--- config.mk ---
export PLATFORM = sky130hd
export DESIGN_NAME = banco_registradores_param_flat
export DESIGN_NICKNAME = d
export VERILOG_FILES = /design/src/rtl/banco_registradores_param_if.sv /design/src/rtl/banco_registradores_param.sv /design/src/flat_wrapper.sv
export SDC_FILE = /design/constraint.sdc
export NUM_CORES = 1
export LEC_CHECK = 0
export CORE_MARGIN = 2
export CORE_UTILIZATION = 40
export DETAILED_ROUTE_END_ITERATION = 16
export PLACE_DENSITY_LB_ADDON = 0.1
export SLEW_MARGIN = 5
export SYNTH_ARGS = -nofsm -noshare
export SYNTH_HDL_FRONTEND = slang
export SYNTH_SLANG_ARGS = --single-unit
--- constraint.sdc ---
create_clock -name Clk -period 2.2 [get_ports Clk]
set_clock_uncertainty 0.15 [all_clocks]
set_input_delay 0.33 -clock Clk [delete_from_list [all_inputs] [get_ports Clk]]
set_output_delay 0.33 -clock Clk [all_outputs]
set_load 0.05 [all_outputs]
--- src/rtl/banco_registradores_param_if.sv ---
// Register-file bus: write port, shared read enable, two read ports and the clear-sweep control.
// The testbench drives the master side; the register file takes the slave side.
interface banco_registradores_param_if #(
    parameter int WIDTH  = 32,
    parameter int ADDR_W = 2
);
    logic              Esc;
    logic [ADDR_W-1:0] RegEsc;
    logic [WIDTH-1:0]  Dado;
    logic              Ler;
    logic [ADDR_W-1:0] Fonte1;
    logic [ADDR_W-1:0] Fonte2;
    logic              Limpa;
    logic [WIDTH-1:0]  Dado1;
    logic [WIDTH-1:0]  Dado2;
    logic              Valido1;
    logic              Valido2;
    logic              Ocupado;

    modport master (
        output Esc, RegEsc, Dado, Ler, Fonte1, Fonte2, Limpa,
        input  Dado1, Dado2, Valido1, Valido2, Ocupado
    );

    modport slave (
        input  Esc, RegEsc, Dado, Ler, Fonte1, Fonte2, Limpa,
        output Dado1, Dado2, Valido1, Valido2, Ocupado
    );
endinterface

--- src/rtl/banco_registradores_param.sv ---
// Parametrised register file: one write port, two registered read ports, multi-cycle clear sweep.
// Define REG_FORWARD_EN to bypass same-cycle write data to a read of the same index.
module banco_registradores_param #(
    parameter int WIDTH    = 32,
    parameter int NUM_REGS = 4,
    parameter int ADDR_W   = 2
) (
    input logic                       Clk,
    input logic                       Rst,
    banco_registradores_param_if.slave bus
);
    localparam logic [0:0] IDLE  = 1'b0;
    localparam logic [0:0] LIMPA = 1'b1;

    logic [WIDTH-1:0]  regs_q [NUM_REGS];
    logic [WIDTH-1:0]  regs_d [NUM_REGS];
    logic [0:0]        state_q, state_d;
    logic [ADDR_W-1:0] cnt_q, cnt_d;
    logic [WIDTH-1:0]  dado1_q, dado1_d;
    logic [WIDTH-1:0]  dado2_q, dado2_d;
    logic              valido1_q, valido1_d;
    logic              valido2_q, valido2_d;
    logic [WIDTH-1:0]  rd1, rd2;

    // Read muxes: indices without a register fall through to zero.
    always_comb begin
        rd1 = '0;
        rd2 = '0;
        for (int i = 0; i < NUM_REGS; i++) begin
            if (bus.Fonte1 == ADDR_W'(i)) rd1 = regs_q[i];
            if (bus.Fonte2 == ADDR_W'(i)) rd2 = regs_q[i];
`ifdef REG_FORWARD_EN
            if (bus.Esc && bus.RegEsc == ADDR_W'(i) && bus.Fonte1 == ADDR_W'(i)) rd1 = bus.Dado;
            if (bus.Esc && bus.RegEsc == ADDR_W'(i) && bus.Fonte2 == ADDR_W'(i)) rd2 = bus.Dado;
`endif
        end
    end

    always_comb begin
        regs_d    = regs_q;
        state_d   = state_q;
        cnt_d     = cnt_q;
        dado1_d   = dado1_q;
        dado2_d   = dado2_q;
        valido1_d = 1'b0;
        valido2_d = 1'b0;
        case (state_q)
            IDLE: begin
                if (bus.Esc) begin
                    for (int i = 0; i < NUM_REGS; i++) begin
                        if (bus.RegEsc == ADDR_W'(i)) regs_d[i] = bus.Dado;
                    end
                end
                if (bus.Ler) begin
                    dado1_d   = rd1;
                    dado2_d   = rd2;
                    valido1_d = 1'b1;
                    valido2_d = 1'b1;
                end
                if (bus.Limpa) begin
                    state_d = LIMPA;
                    cnt_d   = '0;
                end
            end
            LIMPA: begin
                // Bus requests are ignored here; one register is cleared per cycle.
                for (int i = 0; i < NUM_REGS; i++) begin
                    if (cnt_q == ADDR_W'(i)) regs_d[i] = '0;
                end
                if (cnt_q == ADDR_W'(NUM_REGS - 1)) begin
                    state_d = IDLE;
                    cnt_d   = '0;
                end else begin
                    cnt_d = cnt_q + ADDR_W'(1);
                end
            end
            default: begin
                state_d = IDLE;
                cnt_d   = '0;
            end
        endcase
    end

    always_ff @(posedge Clk) begin
        if (Rst) begin
            for (int i = 0; i < NUM_REGS; i++) regs_q[i] <= '0;
            state_q   <= IDLE;
            cnt_q     <= '0;
            dado1_q   <= '0;
            dado2_q   <= '0;
            valido1_q <= 1'b0;
            valido2_q <= 1'b0;
        end else begin
            regs_q    <= regs_d;
            state_q   <= state_d;
            cnt_q     <= cnt_d;
            dado1_q   <= dado1_d;
            dado2_q   <= dado2_d;
            valido1_q <= valido1_d;
            valido2_q <= valido2_d;
        end
    end

    assign bus.Dado1   = dado1_q;
    assign bus.Dado2   = dado2_q;
    assign bus.Valido1 = valido1_q;
    assign bus.Valido2 = valido2_q;
    assign bus.Ocupado = (state_q == LIMPA);
endmodule
--- src/flat_wrapper.sv ---
// flat-port wrapper written by rule: the top's interface ports become plain ports
module banco_registradores_param_flat 
#(
    parameter int WIDTH    = 32,
    parameter int NUM_REGS = 4,
    parameter int ADDR_W   = 2
)
  (Clk, Rst, bus_Esc, bus_RegEsc, bus_Dado, bus_Ler, bus_Fonte1, bus_Fonte2, bus_Limpa, bus_Dado1, bus_Dado2, bus_Valido1, bus_Valido2, bus_Ocupado);
  banco_registradores_param_if #(.WIDTH(WIDTH), .ADDR_W(ADDR_W)) bus_i ();
  input logic Clk;
  input logic Rst;
  input wire logic [$bits(bus_i.Esc)-1:0] bus_Esc;
  input wire logic [$bits(bus_i.RegEsc)-1:0] bus_RegEsc;
  input wire logic [$bits(bus_i.Dado)-1:0] bus_Dado;
  input wire logic [$bits(bus_i.Ler)-1:0] bus_Ler;
  input wire logic [$bits(bus_i.Fonte1)-1:0] bus_Fonte1;
  input wire logic [$bits(bus_i.Fonte2)-1:0] bus_Fonte2;
  input wire logic [$bits(bus_i.Limpa)-1:0] bus_Limpa;
  output wire logic [$bits(bus_i.Dado1)-1:0] bus_Dado1;
  output wire logic [$bits(bus_i.Dado2)-1:0] bus_Dado2;
  output wire logic [$bits(bus_i.Valido1)-1:0] bus_Valido1;
  output wire logic [$bits(bus_i.Valido2)-1:0] bus_Valido2;
  output wire logic [$bits(bus_i.Ocupado)-1:0] bus_Ocupado;
  assign bus_i.Esc = bus_Esc;
  assign bus_i.RegEsc = bus_RegEsc;
  assign bus_i.Dado = bus_Dado;
  assign bus_i.Ler = bus_Ler;
  assign bus_i.Fonte1 = bus_Fonte1;
  assign bus_i.Fonte2 = bus_Fonte2;
  assign bus_i.Limpa = bus_Limpa;
  assign bus_Dado1 = bus_i.Dado1;
  assign bus_Dado2 = bus_i.Dado2;
  assign bus_Valido1 = bus_i.Valido1;
  assign bus_Valido2 = bus_i.Valido2;
  assign bus_Ocupado = bus_i.Ocupado;
  banco_registradores_param #(.WIDTH(WIDTH), .NUM_REGS(NUM_REGS), .ADDR_W(ADDR_W)) u_core (.Clk(Clk), .Rst(Rst), .bus(bus_i));
endmodule
==> results_dict.tcl, run 1 <==
set metrics [dict create \
    placed_cells 1189 \
    fp.dieW_um 147 \
    yosys_register_bits 196 \
    slew_violations 0 \
    start_util_pct 40.7 \
    drt_wl_total_mm 24.4 \
    seq_power_share_pct 46.4 \
    critPathKind "reg2out" \
    grt_use_total_pct 22.1 \
    slowest_stage "clkdlybuf4s50_1" \
    setup_viol 0 \
    drc 0 \
    synthTopCellsByArea "dfxtp_1 48%, mux2i_1 16%, nand3_1 7.8%" \
    hold_ws_ns 0.214 \
    grt_max_degree 65 \
    rsz0062_at_grt "no" \
    drtIter0Drc 422 \
    syn_area_mm2 0.00822 \
    ir_drop_uv 569 \
    syn_area_per_cell_um2 9.62 \
    io_pins 110 \
    max-slew-margin-rel_pct 47.2 \
    cts_tree "done" \
    utilization_pct 51.9 \
    cpPeakStageDelay_ns 0.84 \
    syn2layout_area_growth_pct 27.3 \
    finalHoldViolations 0 \
    rows 52 \
    power.static_leakage_nw 4.38 \
    yosysTopAreaCell "dfxtp_1" \
    max_cap_viol_count 0 \
    dpl.hpwl_mm 14.5 \
    swShare_pct 23.8 \
    synthesis.nets 901 \
    cp-start-kind "flip-flop" \
    die_y_um 147 \
    grt_pass1_vias 7105 \
    power_density_mw_per_mm2 764 \
    wl_per_cell_um 20.0 \
    grt_overflow 0 \
    synthCells 854 \
    path_cells "clkdlybuf4s50_1" \
    min_period_ns 2.16 \
    fin_crit_sh_pct 98.0 \
    drive_above_1_share_pct 8.73 \
    cts_buffers 17 \
    p_int_mw 6.09 \
    vias 7019 \
    cts_setup_buffers 0 \
    final_cells 1221 \
    post_drt_via_cell_ratio 5.75 \
    end_kind "primary output" \
    drtPass1Iterations 6 \
    cp.required_ns 1.72 \
    power.total_mw 7.99 \
    timing.fmax_mhz 464 \
    synth-seq-area-share_pct 47.8 \
    cts-root-buf "clkbuf_16" \
    yosys_warnings 0 \
    crit_arrival_ns 1.68 \
    clock_power_share_pct 43.2 \
    ys_types 24 \
    switchingPower_mw 1.90 \
    clkTransAtPathRegs_ns 0.07 \
    antenna_found_initial 0 \
    h-tree-depth 4 \
    netlist.area_leader.share_pct 47.8 \
    gp_congestion 0.778 \
    cts_buffer_depth 2 \
    grt_first_pass_wirelength_mm 37.6 \
    n_antenna_cell 0 \
    dieArea_mm2 0.0217 \
    crit_family "buffers and inverters" \
    ant_nets 0 \
    tightest_slew_ns 0.791 \
    clk_latency_ns 0.43 \
    clock_sinks 196 \
    core_mm2 0.0202 \
    critPathBufInv 1 \
    crit_fanout 2 \
    status "completed" \
    io_buffers 109 \
    timing.setup.tns_ns 0 \
    p_comb_share_pct 10.4 \
    hp-class "in2reg" \
    fin_nets 987 \
]
==> registers in the layout, indices dropped and copies added, names as in the netlist <==
signal and count:
u_core.bus.Dado2 32, u_core.regs_q 128, u_core.bus.Valido2 1, u_core.bus.Ocupado 1, u_core.bus.Dado1 32, u_core.cnt_q 2
==> worst paths after layout <==
| path | startpoint | to | slack (ns) | depth (start not counted) |
|---|---|---|---|---|
| worst max register to register | u_core.cnt_q[0]$_SDFFE_PP0P_ | u_core.regs_q[54]$_SDFFE_PP0P_ | 0.19 | 6 |
| worst max-delay path | u_core.bus.Dado1[21]$_SDFFE_PP0P_ | bus_Dado1[21] | 0.04 | 1 |
| worst min-delay path | Rst | u_core.bus.Ocupado$_SDFF_PP0_ | 0.21 | 2 |
| worst min register to register | u_core.bus.Dado1[20]$_SDFFE_PP0P_ | u_core.bus.Dado1[20]$_SDFFE_PP0P_ | 0.30 | 1 |
==> power groups by stage <==
stage                     logic (mW)  clock network (mW)  registers [mW]
after floorplan                0.414                   0            3.84
after global placement         0.802                   0            3.78
after detailed placement       0.815                   0            3.79
after CTS                      0.817                3.51            3.71
after global routing           0.887                3.66            3.72
final                          0.835                3.45            3.71
==> logic make-up (layout without fill, tap and decap cells) <==
family,after synthesis,in the layout,share of synthesized area (%)
flops,196,196,47.8
fa+ha+maj,4,4,0.609
mux,128,128,15.6
compound gates,263,265,18.9
buf+inv,86,181,5.16
simple gates,177,177,11.9
==> layer usage <==
metal | GRT usage (%) | vias to the layer above | share of wire (%)
met4 | 7.93 | 0 | 2.1
met2 | 38.7 | 239 | 49
met5 | 0 | - | 0
met3 | 4.53 | 44 | 5.2
met1 | 26.9 | 3440 | 44
li1 | - | 3296 | -
==> placed cells by master (no fill, tap or decap), types with 5 or more instances in the layout <==
cell and instances:
dfxtp_1 196, nand3_1 128, mux2i_1 128, clkdlybuf4s50_1 105, o21ai_0 94, o22ai_1 63, a21o_1 63, o21ai_1 34
nand2b_1 32, buf_4 28, clkbuf_16 17, buf_12 14, a21oi_4 7, bufinv_16 6, nor2_1 5
==> cell type report <==
type / count / area, um^2
Fill cell: 1854 / 9710
Multi-Input combinational cell: 574 / 4000
Sequential cell: 196 / 3920
Timing Repair Buffer: 148 / 1550
Clock buffer: 21 / 440
Tap cell: 270 / 338
Clock inverter: 9 / 203
Inverter: 3 / 11.3
==> what timing repair did <==
item	CTS	global route
hold buffers	0	0
endpoints found under the setup margin	0	51
resized for setup	0	2
==> per-stage QoR <==
stage,worst slack (ns),cell area (um^2)
6_report,0.0438,10500
5_1_grt,0.0142,10500
4_1_cts,0.00294,10400
3_5_place_dp,-0.0759,9790
3_3_place_gp,-0.0307,9790
2_1_floorplan,0.281,8220
==> synthesized netlist by cell type <==
cell type / n
or4b_1: 1
o21ai_1: 34
buf_1: 10
a21oi_1: 8
a21o_1: 63
nor2_1: 5
clkbuf_1: 43
nand2b_1: 32
ha_1: 4
inv_1: 3
nand4bb_1: 4
nand4b_1: 1
a211o_1: 1
buf_6: 9
buf_2: 18
o21ai_0: 94
nand3_1: 128
nor2b_1: 1
dfxtp_1: 196
or4b_4: 2
o22ai_1: 63
nor3b_1: 3
mux2i_1: 128
buf_4: 3
Note: power is estimated with default switching activity, not from simulation.
==> run 2, diff against run 1 <==
--- a/config.mk
+++ b/config.mk
@@ -7,6 +7,7 @@
 export LEC_CHECK = 0
 export CORE_MARGIN = 2
 export CORE_UTILIZATION = 40
+export CTS_CLUSTER_DIAMETER = 200
 export DETAILED_ROUTE_END_ITERATION = 16
 export PLACE_DENSITY_LB_ADDON = 0.1
 export SLEW_MARGIN = 5
==> results of run 2 <==
Same layout as run 1: the final DEF is identical, and so are final timing and power.
